**config.mk**
```make
export PLATFORM = sky130hd
export DESIGN_NAME = fpu_issue_sched_flat
export DESIGN_NICKNAME = d
export VERILOG_FILES = /design/src/rtl/fpu_issue_sched_if.sv /design/src/rtl/fpu_issue_sched.sv /design/src/flat_wrapper.sv
export SDC_FILE = /design/constraint.sdc
export NUM_CORES = 1
export LEC_CHECK = 0
export CAP_MARGIN = 10
export CORE_ASPECT_RATIO = 1.2
export CORE_MARGIN = 3
export CORE_UTILIZATION = 45
export DETAILED_ROUTE_END_ITERATION = 6
export PLACE_DENSITY_LB_ADDON = 0.12
export SETUP_SLACK_MARGIN = 0.05
export SLEW_MARGIN = 20
export SYNTH_ARGS = -nofsm -noshare
export SYNTH_HDL_FRONTEND = slang
export SYNTH_SLANG_ARGS = --single-unit
export TNS_END_PERCENT = 20
```
**constraint.sdc**
```tcl
create_clock -name clk -period 11.9 [get_ports clk]
set_input_delay 2.38 -clock clk [delete_from_list [all_inputs] [get_ports clk]]
set_output_delay 2.38 -clock clk [all_outputs]
set_load 0.05 [all_outputs]
```
**src/rtl/fpu_issue_sched_if.sv**
```systemverilog
// Request, issue and response signals between the two requesters,
// the shared FPU pipeline and the issue scheduler.
interface fpu_issue_sched_if;
   logic        req0_valid;
   logic        req0_ready;
   logic [1:0]  req0_op;
   logic [31:0] req0_a;
   logic [31:0] req0_b;
   logic        req1_valid;
   logic        req1_ready;
   logic [1:0]  req1_op;
   logic [31:0] req1_a;
   logic [31:0] req1_b;
   logic        fpu_valid;
   logic [1:0]  fpu_op;
   logic [31:0] fpu_a;
   logic [31:0] fpu_b;
   logic [31:0] fpu_result;
   logic        rsp0_valid;
   logic [31:0] rsp0_data;
   logic        rsp0_err;
   logic        rsp1_valid;
   logic [31:0] rsp1_data;
   logic        rsp1_err;
   logic        flush;
   logic        busy;
   logic [4:0]  inflight;

   modport master (
      output req0_valid, req0_op, req0_a, req0_b,
      output req1_valid, req1_op, req1_a, req1_b,
      output fpu_result, flush,
      input  req0_ready, req1_ready,
      input  fpu_valid, fpu_op, fpu_a, fpu_b,
      input  rsp0_valid, rsp0_data, rsp0_err,
      input  rsp1_valid, rsp1_data, rsp1_err,
      input  busy, inflight
   );

   modport slave (
      input  req0_valid, req0_op, req0_a, req0_b,
      input  req1_valid, req1_op, req1_a, req1_b,
      input  fpu_result, flush,
      output req0_ready, req1_ready,
      output fpu_valid, fpu_op, fpu_a, fpu_b,
      output rsp0_valid, rsp0_data, rsp0_err,
      output rsp1_valid, rsp1_data, rsp1_err,
      output busy, inflight
   );
endinterface

```
**src/rtl/fpu_issue_sched.sv**
```systemverilog
// Round-robin issue scheduler for a shared FPU pipeline; supplies the
// valid/port/err tracking the pipeline stages lack and routes results back.
module fpu_issue_sched #(
   parameter int unsigned LATENCY = 4
) (
   input logic              clk,
   input logic              rst,
   fpu_issue_sched_if.slave bus
);

   localparam logic [1:0] ST_IDLE  = 2'd0;
   localparam logic [1:0] ST_RUN   = 2'd1;
   localparam logic [1:0] ST_DRAIN = 2'd2;
   localparam logic [1:0] OP_RSV   = 2'b11;

   logic [1:0]       state;
   logic [3:0]       drain_cnt;
   logic             last_grant;
   logic [4:0]       inflight_q;
   logic [LATENCY:0] trk_v;
   logic [LATENCY:0] trk_port;
   logic [LATENCY:0] trk_err;

   logic             fpu_valid_q;
   logic [1:0]       fpu_op_q;
   logic [31:0]      fpu_a_q;
   logic [31:0]      fpu_b_q;
   logic             rsp0_valid_q, rsp1_valid_q;
   logic             rsp0_err_q, rsp1_err_q;
   logic [31:0]      rsp0_data_q, rsp1_data_q;

   logic             open, ready0, ready1, hs;
   logic [1:0]       sel_op;
   logic [31:0]      sel_a, sel_b;
   logic             tail_v, tail_port, tail_err, rsp_evt;

   // Port 1 wins a tie only when port 0 was granted last.
   always_comb begin
      open   = (state != ST_DRAIN) & ~bus.flush;
      ready0 = open & bus.req0_valid & (~bus.req1_valid | last_grant);
      ready1 = open & bus.req1_valid & (~bus.req0_valid | ~last_grant);
      hs     = ready0 | ready1;
      sel_op = ready1 ? bus.req1_op : bus.req0_op;
      sel_a  = ready1 ? bus.req1_a  : bus.req0_a;
      sel_b  = ready1 ? bus.req1_b  : bus.req0_b;
      tail_v    = trk_v[LATENCY];
      tail_port = trk_port[LATENCY];
      tail_err  = trk_err[LATENCY];
      rsp_evt   = tail_v & ~bus.flush;
   end

   always_ff @(posedge clk or posedge rst) begin
      if (rst) begin
         state      <= ST_IDLE;
         drain_cnt  <= '0;
         last_grant <= 1'b1;
         inflight_q <= '0;
      end else begin
         if (hs)
            last_grant <= ready1;
         inflight_q <= bus.flush ? '0 : inflight_q + {4'd0, hs} - {4'd0, rsp_evt};
         if (bus.flush) begin
            state     <= ST_DRAIN;
            drain_cnt <= 4'(LATENCY);
         end else begin
            case (state)
               ST_IDLE:  if (hs) state <= ST_RUN;
               ST_RUN:   if (inflight_q == '0 && !hs) state <= ST_IDLE;
               ST_DRAIN: begin
                  if (drain_cnt == '0) state <= ST_IDLE;
                  else                 drain_cnt <= drain_cnt - 4'd1;
               end
               default:  state <= ST_IDLE;
            endcase
         end
      end
   end

   // Entry 0 loads at the handshake edge so the tail lines up with fpu_result.
   always_ff @(posedge clk or posedge rst) begin
      if (rst) begin
         trk_v    <= '0;
         trk_port <= '0;
         trk_err  <= '0;
      end else begin
         trk_v    <= bus.flush ? '0 : {trk_v[LATENCY-1:0], hs};
         trk_port <= {trk_port[LATENCY-1:0], ready1};
         trk_err  <= {trk_err[LATENCY-1:0], sel_op == OP_RSV};
      end
   end

   always_ff @(posedge clk or posedge rst) begin
      if (rst) begin
         fpu_valid_q <= 1'b0;
         fpu_op_q    <= '0;
         fpu_a_q     <= '0;
         fpu_b_q     <= '0;
      end else begin
         fpu_valid_q <= hs & (sel_op != OP_RSV);
         if (hs && sel_op != OP_RSV) begin
            fpu_op_q <= sel_op;
            fpu_a_q  <= sel_a;
            fpu_b_q  <= sel_b;
         end
      end
   end

   always_ff @(posedge clk or posedge rst) begin
      if (rst) begin
         rsp0_valid_q <= 1'b0;
         rsp0_err_q   <= 1'b0;
         rsp0_data_q  <= '0;
         rsp1_valid_q <= 1'b0;
         rsp1_err_q   <= 1'b0;
         rsp1_data_q  <= '0;
      end else begin
         rsp0_valid_q <= rsp_evt & ~tail_port;
         rsp1_valid_q <= rsp_evt & tail_port;
         if (rsp_evt && !tail_port) begin
            rsp0_err_q  <= tail_err;
            rsp0_data_q <= tail_err ? '0 : bus.fpu_result;
         end
         if (rsp_evt && tail_port) begin
            rsp1_err_q  <= tail_err;
            rsp1_data_q <= tail_err ? '0 : bus.fpu_result;
         end
      end
   end

   assign bus.req0_ready = ready0;
   assign bus.req1_ready = ready1;
   assign bus.fpu_valid  = fpu_valid_q;
   assign bus.fpu_op     = fpu_op_q;
   assign bus.fpu_a      = fpu_a_q;
   assign bus.fpu_b      = fpu_b_q;
   assign bus.rsp0_valid = rsp0_valid_q;
   assign bus.rsp0_data  = rsp0_data_q;
   assign bus.rsp0_err   = rsp0_err_q;
   assign bus.rsp1_valid = rsp1_valid_q;
   assign bus.rsp1_data  = rsp1_data_q;
   assign bus.rsp1_err   = rsp1_err_q;
   assign bus.busy       = (state != ST_IDLE);
   assign bus.inflight   = inflight_q;

endmodule
```
**src/flat_wrapper.sv**
```systemverilog
// flat-port wrapper written by rule: the top's interface ports become plain ports
module fpu_issue_sched_flat 
#(
   parameter int unsigned LATENCY = 4
)
  (clk, rst, bus_req0_valid, bus_req0_op, bus_req0_a, bus_req0_b, bus_req1_valid, bus_req1_op, bus_req1_a, bus_req1_b, bus_fpu_result, bus_flush, bus_req0_ready, bus_req1_ready, bus_fpu_valid, bus_fpu_op, bus_fpu_a, bus_fpu_b, bus_rsp0_valid, bus_rsp0_data, bus_rsp0_err, bus_rsp1_valid, bus_rsp1_data, bus_rsp1_err, bus_busy, bus_inflight);
  fpu_issue_sched_if bus_i ();
  input logic clk;
  input logic rst;
  input wire logic [$bits(bus_i.req0_valid)-1:0] bus_req0_valid;
  input wire logic [$bits(bus_i.req0_op)-1:0] bus_req0_op;
  input wire logic [$bits(bus_i.req0_a)-1:0] bus_req0_a;
  input wire logic [$bits(bus_i.req0_b)-1:0] bus_req0_b;
  input wire logic [$bits(bus_i.req1_valid)-1:0] bus_req1_valid;
  input wire logic [$bits(bus_i.req1_op)-1:0] bus_req1_op;
  input wire logic [$bits(bus_i.req1_a)-1:0] bus_req1_a;
  input wire logic [$bits(bus_i.req1_b)-1:0] bus_req1_b;
  input wire logic [$bits(bus_i.fpu_result)-1:0] bus_fpu_result;
  input wire logic [$bits(bus_i.flush)-1:0] bus_flush;
  output wire logic [$bits(bus_i.req0_ready)-1:0] bus_req0_ready;
  output wire logic [$bits(bus_i.req1_ready)-1:0] bus_req1_ready;
  output wire logic [$bits(bus_i.fpu_valid)-1:0] bus_fpu_valid;
  output wire logic [$bits(bus_i.fpu_op)-1:0] bus_fpu_op;
  output wire logic [$bits(bus_i.fpu_a)-1:0] bus_fpu_a;
  output wire logic [$bits(bus_i.fpu_b)-1:0] bus_fpu_b;
  output wire logic [$bits(bus_i.rsp0_valid)-1:0] bus_rsp0_valid;
  output wire logic [$bits(bus_i.rsp0_data)-1:0] bus_rsp0_data;
  output wire logic [$bits(bus_i.rsp0_err)-1:0] bus_rsp0_err;
  output wire logic [$bits(bus_i.rsp1_valid)-1:0] bus_rsp1_valid;
  output wire logic [$bits(bus_i.rsp1_data)-1:0] bus_rsp1_data;
  output wire logic [$bits(bus_i.rsp1_err)-1:0] bus_rsp1_err;
  output wire logic [$bits(bus_i.busy)-1:0] bus_busy;
  output wire logic [$bits(bus_i.inflight)-1:0] bus_inflight;
  assign bus_i.req0_valid = bus_req0_valid;
  assign bus_i.req0_op = bus_req0_op;
  assign bus_i.req0_a = bus_req0_a;
  assign bus_i.req0_b = bus_req0_b;
  assign bus_i.req1_valid = bus_req1_valid;
  assign bus_i.req1_op = bus_req1_op;
  assign bus_i.req1_a = bus_req1_a;
  assign bus_i.req1_b = bus_req1_b;
  assign bus_i.fpu_result = bus_fpu_result;
  assign bus_i.flush = bus_flush;
  assign bus_req0_ready = bus_i.req0_ready;
  assign bus_req1_ready = bus_i.req1_ready;
  assign bus_fpu_valid = bus_i.fpu_valid;
  assign bus_fpu_op = bus_i.fpu_op;
  assign bus_fpu_a = bus_i.fpu_a;
  assign bus_fpu_b = bus_i.fpu_b;
  assign bus_rsp0_valid = bus_i.rsp0_valid;
  assign bus_rsp0_data = bus_i.rsp0_data;
  assign bus_rsp0_err = bus_i.rsp0_err;
  assign bus_rsp1_valid = bus_i.rsp1_valid;
  assign bus_rsp1_data = bus_i.rsp1_data;
  assign bus_rsp1_err = bus_i.rsp1_err;
  assign bus_busy = bus_i.busy;
  assign bus_inflight = bus_i.inflight;
  fpu_issue_sched #(.LATENCY(LATENCY)) u_core (.clk(clk), .rst(rst), .bus(bus_i));
endmodule
```
## Word level (Yosys, flattened, before mapping)

Cells that the tools add are included.

| storage, ports and cells | value |
|---|---|
| register bits after elaboration | 162 |
| bits of input ports | 169 |
| output and inout port bits | 143 |

| cells by class | value |
|---|---|
| reductions and logical operators | 13 |
| equality and inequality tests | 9 |
| add/sub/neg operators | 3 |
| mux-type cells | 14 |
| bitwise logic cells | 17 |

Operators by type and width:

| cell | count |
|---|---|
| $mux W32 | 3 |
| $mux W4 | 3 |
| $mux W2 | 5 |
| $mux W5 | 2 |
| $and A1 B1 Y1 | 9 |
| $ne A3 B2 Y1 const B | 3 |
| $ne A2 B2 Y1 const B | 3 |
| $pmux W2 S3 | 1 |
| $add A5 B1 Y5 | 1 |
| $logic_not A5 Y1 | 1 |
| $not A1 Y1 | 5 |
| $sub A5 B1 Y5 | 1 |
| $eq A2 B2 Y1 const B | 2 |
| $logic_and A1 B1 Y1 | 4 |
| $logic_not A4 Y1 | 1 |
| $reduce_bool A2 Y1 | 2 |
| $sub A4 B1 Y4 const B | 1 |
| $or A1 B1 Y1 | 3 |
| $reduce_and A3 Y1 | 1 |
| $eq A2 B1 Y1 const B | 1 |
| $logic_not A1 Y1 | 2 |
| $logic_not A2 Y1 | 1 |
| $reduce_and A2 Y1 | 1 |

## Longest topological paths before layout

| depth | value |
|---|---|
| word-level depth | 10 |
| gate-level depth with buffers | 11 |
| mapped depth without buffers | 10 |

## Worst setup path before layout

OpenSTA, ideal clock, no wires.

| timing | value |
|---|---|
| path type | input to output |
| start | in bus_flush |
| end | out bus_req0_ready |
| slack | 5.995 ns |
| required time | 9.520 ns |
| cell stages on the path | 4 |
| arrival time | 3.525 ns |
| buffers on the path | 1 |
| path through | buf_2 > nor2_1 > nand2_1 > a21oi_1 |

| on the way | value |
|---|---|
| word-level cells in the longest chain between the ends | 4 |

Ends and longest elaborated chain:

| element | line | RTL |
|---|---|---|
| from (decl) | flat_wrapper.sv:19 | `input wire logic [$bits(bus_i.flush)-1:0] bus_flush;` |
| $not A1 Y1 | fpu_issue_sched.sv:39 | `open = (state != ST_DRAIN) & ~bus.flush;` |
| $and A1 B1 Y1 | fpu_issue_sched.sv:39 |  |
| $and A1 B1 Y1 (2 in a row) | fpu_issue_sched.sv:40 | `ready0 = open & bus.req0_valid & (~bus.req1_valid \| last_grant);` |
| to (decl) | flat_wrapper.sv:20 | `output wire logic [$bits(bus_i.req0_ready)-1:0] bus_req0_ready;` |

No other way between the ends.

## Final worst setup path

| timing | value |
|---|---|
| start | in bus_flush |
| end | out bus_req1_ready |

| on the way | value |
|---|---|
| word-level cells in the longest chain between the ends | 4 |

Ends and longest elaborated chain:

| element | line | RTL |
|---|---|---|
| $not A1 Y1 | fpu_issue_sched.sv:39 |  |
| $and A1 B1 Y1 | fpu_issue_sched.sv:39 |  |
| $and A1 B1 Y1 (2 in a row) | fpu_issue_sched.sv:41 | `ready1 = open & bus.req1_valid & (~bus.req0_valid \| ~last_grant);` |
| to (decl) | flat_wrapper.sv:21 | `output wire logic [$bits(bus_i.req1_ready)-1:0] bus_req1_ready;` |

No other way between the ends.

==> key figures <==
Outcome
  – Status: completed

Placed design
  – Pre-CTS setup slack: 4300 ps
  – Placed cells: 1055
  – # port buffers: 311
  – Dpl hpwl: 14600 um
  – Gpl congestion: 0.788
  – Area post-placement: 0.0103 mm^2

Route
  – Remaining antenna violation count after routing: 0
  – DR WL met3: 1640 um
  – Initial drt markers: 276
  – Remaining DRCs: 0
  – Vias after detailed routing: 5426
  – Met1 WL: 7100 um
  – WL/cell: 17.9 um
  – Vias per Instance: 4.99
  – Wire length on met2: 10300 um
  – Routed WL: 19400 um
  – Top sig layer: met4
  – DR pass1 iterations: 4

Setup path
  – Largest stage delay, worst path: 950 ps
  – Slowest cell on crit path: clkdlybuf4s50_1
  – CP endpoint kind: output pin
  – Crit path max-delay family: buffers and inverters
  – Crit-path cells: clkdlybuf4s50_1, nor3_4, buf_4, clkdlybuf4s50_1
  – Worst reg-to-reg path cell count: 6
  – Kind of critical path: in -> out
  – Reg2Reg Launch Point: u_core.state[1]$_DFFE_PP0P_
  – Cell mode on critical path: clkdlybuf4s50_1
  – CP arrival: 5150 ps
  – Worst r2r dst: u_core.bus.fpu_b[18]$_DFFE_PP0P_
  – Reg2Reg Setup Slack: 8830 ps
  – CP Launch Type: input port
  – WP data required: 9520 ps
  – Crit-path max FO: 70
  – Worst Path Buf+Inv: 3

Global route
  – Number of global-route vias before repair: 5798
  – First-pass GRT wire length: 30600 um
  – Gr usage total: 22.9%
  – Total grt overflow: 0
  – Pin count of the biggest net entering global routing: 92
  – Initial antenna violation count: 0

Cells and area
  – Fin cells: 1087
  – Util after Layout: 71.7%
  – Nets: 1047
  – Area growth, synth to finish: 54.6%
  – Most common cell after layout, fill and taps aside: clkdlybuf4s50_1
  – Share of layout cells above drive strength 1: 14.6%
  – Most frequent cells in the layout: clkdlybuf4s50_1, dfrtp_1, mux2_2, nand2_1, o21ai_0
  – # diodes: 0
  – Post-route cell area: 0.0109 mm^2

Logic synthesis
  – Syn Std Cell Area: 0.00702 mm^2
  – Yosys warns: 0
  – EDFF count, synth: 0
  – Seq/Total Area, Yosys: 57.7%
  – Average cell area after synthesis: 12.3 um^2
  – #FFs+latches synth: 162
  – Synth Instances: 571
  – Async SR Flop Fraction: 100%
  – Yosys cell types: 38
  – Synth Flop Type: dfrtp_1
  – Syn Nets: 748

Floorplanning
  – Row count: 49
  – Die width: 120 um
  – Die Y: 143 um
  – Initial Util: 46.4%
  – Core box area: 0.0151 mm^2
  – Die Area: 0.0172 mm^2
  – I/O pin count: 312

CTS
  – Post-CTS Hold Buffers: 0
  – Max clock buf depth: 2
  – Clk pin slew, worst setup/hold paths: 60 ps
  – CTS sink cnt: 162
  – H-tree Lvls: 4
  – Setup bufs post-CTS: 0
  – # resized after CTS: 0
  – Total CTS buffers: 17
  – CTS tree: yes
  – Worst-Skew Late Latency: 420 ps
  – Root buffer cell: clkbuf_16

Timing
  – Slew headroom: 31.5%
  – Fin crit share: 63.2%
  – Pins Over Slew Limit: 0
  – Clock skew: 6.88 ps
  – F_max: 0.133 GHz
  – Worst-Margin Slew: 1020 ps
  – Fin. Hold Viols: 0
  – Fin Setup TNS: 0 ps
  – Final setup vio count: 0
  – RSZ-0062 raised after global routing: no
  – Worst hold slack: 342 ps
  – Post-layout min period: 7530 ps
  – Slack of the critical path: 4370 ps

Power
  – Power per cell area: 212 mW/mm^2
  – Cell leakage power: 4.62 nW
  – VDD IR-drop max: 0.000163 V
  – Tot Pwr: 2.31 mW

Min path
  – Worst hold stages: 0
  – Tightest Hold Check Type: reg -> reg
  – Hold Crit Endpoint: u_core.trk_port[2]$_DFF_PP0_
  – Hold Path Origin: u_core.trk_port[1]$_DFF_PP0_

Job
  – MaxCap Viol Count: 0
## synth_stat cells, drive strengths merged (2+ instances only)
| library cell | number | share of area (%) |
|---|---|---|
| ha | 7 | 1.2 |
| dfrtp | 161 | 57 |
| o31a | 2 | 0.25 |
| a31o | 2 | 0.25 |
| nand2b | 34 | 3.0 |
| xnor2 | 2 | 0.25 |
| clkbuf | 21 | 1.1 |
| nor3b | 2 | 0.21 |
| nor2b | 9 | 0.80 |
| o21ai | 65 | 4.6 |
| nor2 | 10 | 0.53 |
| o21ba | 2 | 0.29 |
| nand3 | 2 | 0.14 |
| nor3 | 3 | 0.29 |
| nand2 | 67 | 3.6 |
| a21oi | 5 | 0.36 |
| mux2 | 131 | 21 |
| a31oi | 2 | 0.18 |
| inv | 17 | 0.91 |
| a211oi | 2 | 0.21 |
| buf | 13 | 1.4 |
## how the worst max path moves through the flow
| stage | startpoint | end | slack [ps] | depth (start not counted) |
|---|---|---|---|---|
| 2_1_floorplan | rst | u_core.bus.fpu_a[0]$_DFFE_PP0P_ | 5150 | 1 |
| 3_3_place_gp | bus_flush | bus_req1_ready | 4380 | 4 |
| 3_5_place_dp | bus_flush | bus_req1_ready | 4300 | 4 |
| 4_1_cts | bus_flush | bus_req1_ready | 4300 | 4 |
| 5_1_grt | bus_flush | bus_req1_ready | 4130 | 4 |
| 6_report | bus_flush | bus_req1_ready | 4370 | 4 |
## logic make-up after synthesis
family | after synthesis | synth area share, %
DFF | 162 | 57.7
buffers and inverters | 51 | 3.42
and+or+nand+nor | 130 | 8.92
xor gates and xnor gates | 3 | 0.374
AOI/OAI and AO/OA | 85 | 6.88
muxes | 132 | 21.1
adders and majority gates | 8 | 1.53
## layer usage
metal,GRT usage (%),up-vias
met5,0,-
li1,-,2549
met1,25.6,2613
met4,8.14,0
met3,8.48,29
met2,40.2,235
## registers in the layout, indices dropped and copies added (netlist names)
| register | cells |
|---|---|
| u_core.bus.fpu_a | 32 |
| u_core.bus.fpu_b | 32 |
| u_core.bus.fpu_op | 2 |
| u_core.bus.fpu_valid | 1 |
| u_core.bus.inflight | 5 |
| u_core.bus.rsp0_data | 32 |
| u_core.bus.rsp0_err | 1 |
| u_core.bus.rsp0_valid | 1 |
| u_core.bus.rsp1_data | 32 |
| u_core.bus.rsp1_err | 1 |
| u_core.bus.rsp1_valid | 1 |
| u_core.drain_cnt | 4 |
| u_core.last_grant | 1 |
| u_core.state | 2 |
| u_core.trk_err | 5 |
| u_core.trk_port | 5 |
| u_core.trk_v | 5 |
## report_power, final
part,internal (mW),total (mW),switching (mW),leakage [nW]
registers,0.685,0.762,0.0767,2.13
clock network,0.318,0.539,0.221,0.281
logic,0.373,1.01,0.632,2.21
## final cells by class
class,instances,area [um^2]
fill,1120,4280
tap,204,255
clock inverter,13,149
sequential,162,4060
clock buffer,19,443
inverter,17,68.8
multi-input combinational,358,2760
timing repair buffer,314,3140
(Power assumes the default switching activity.)
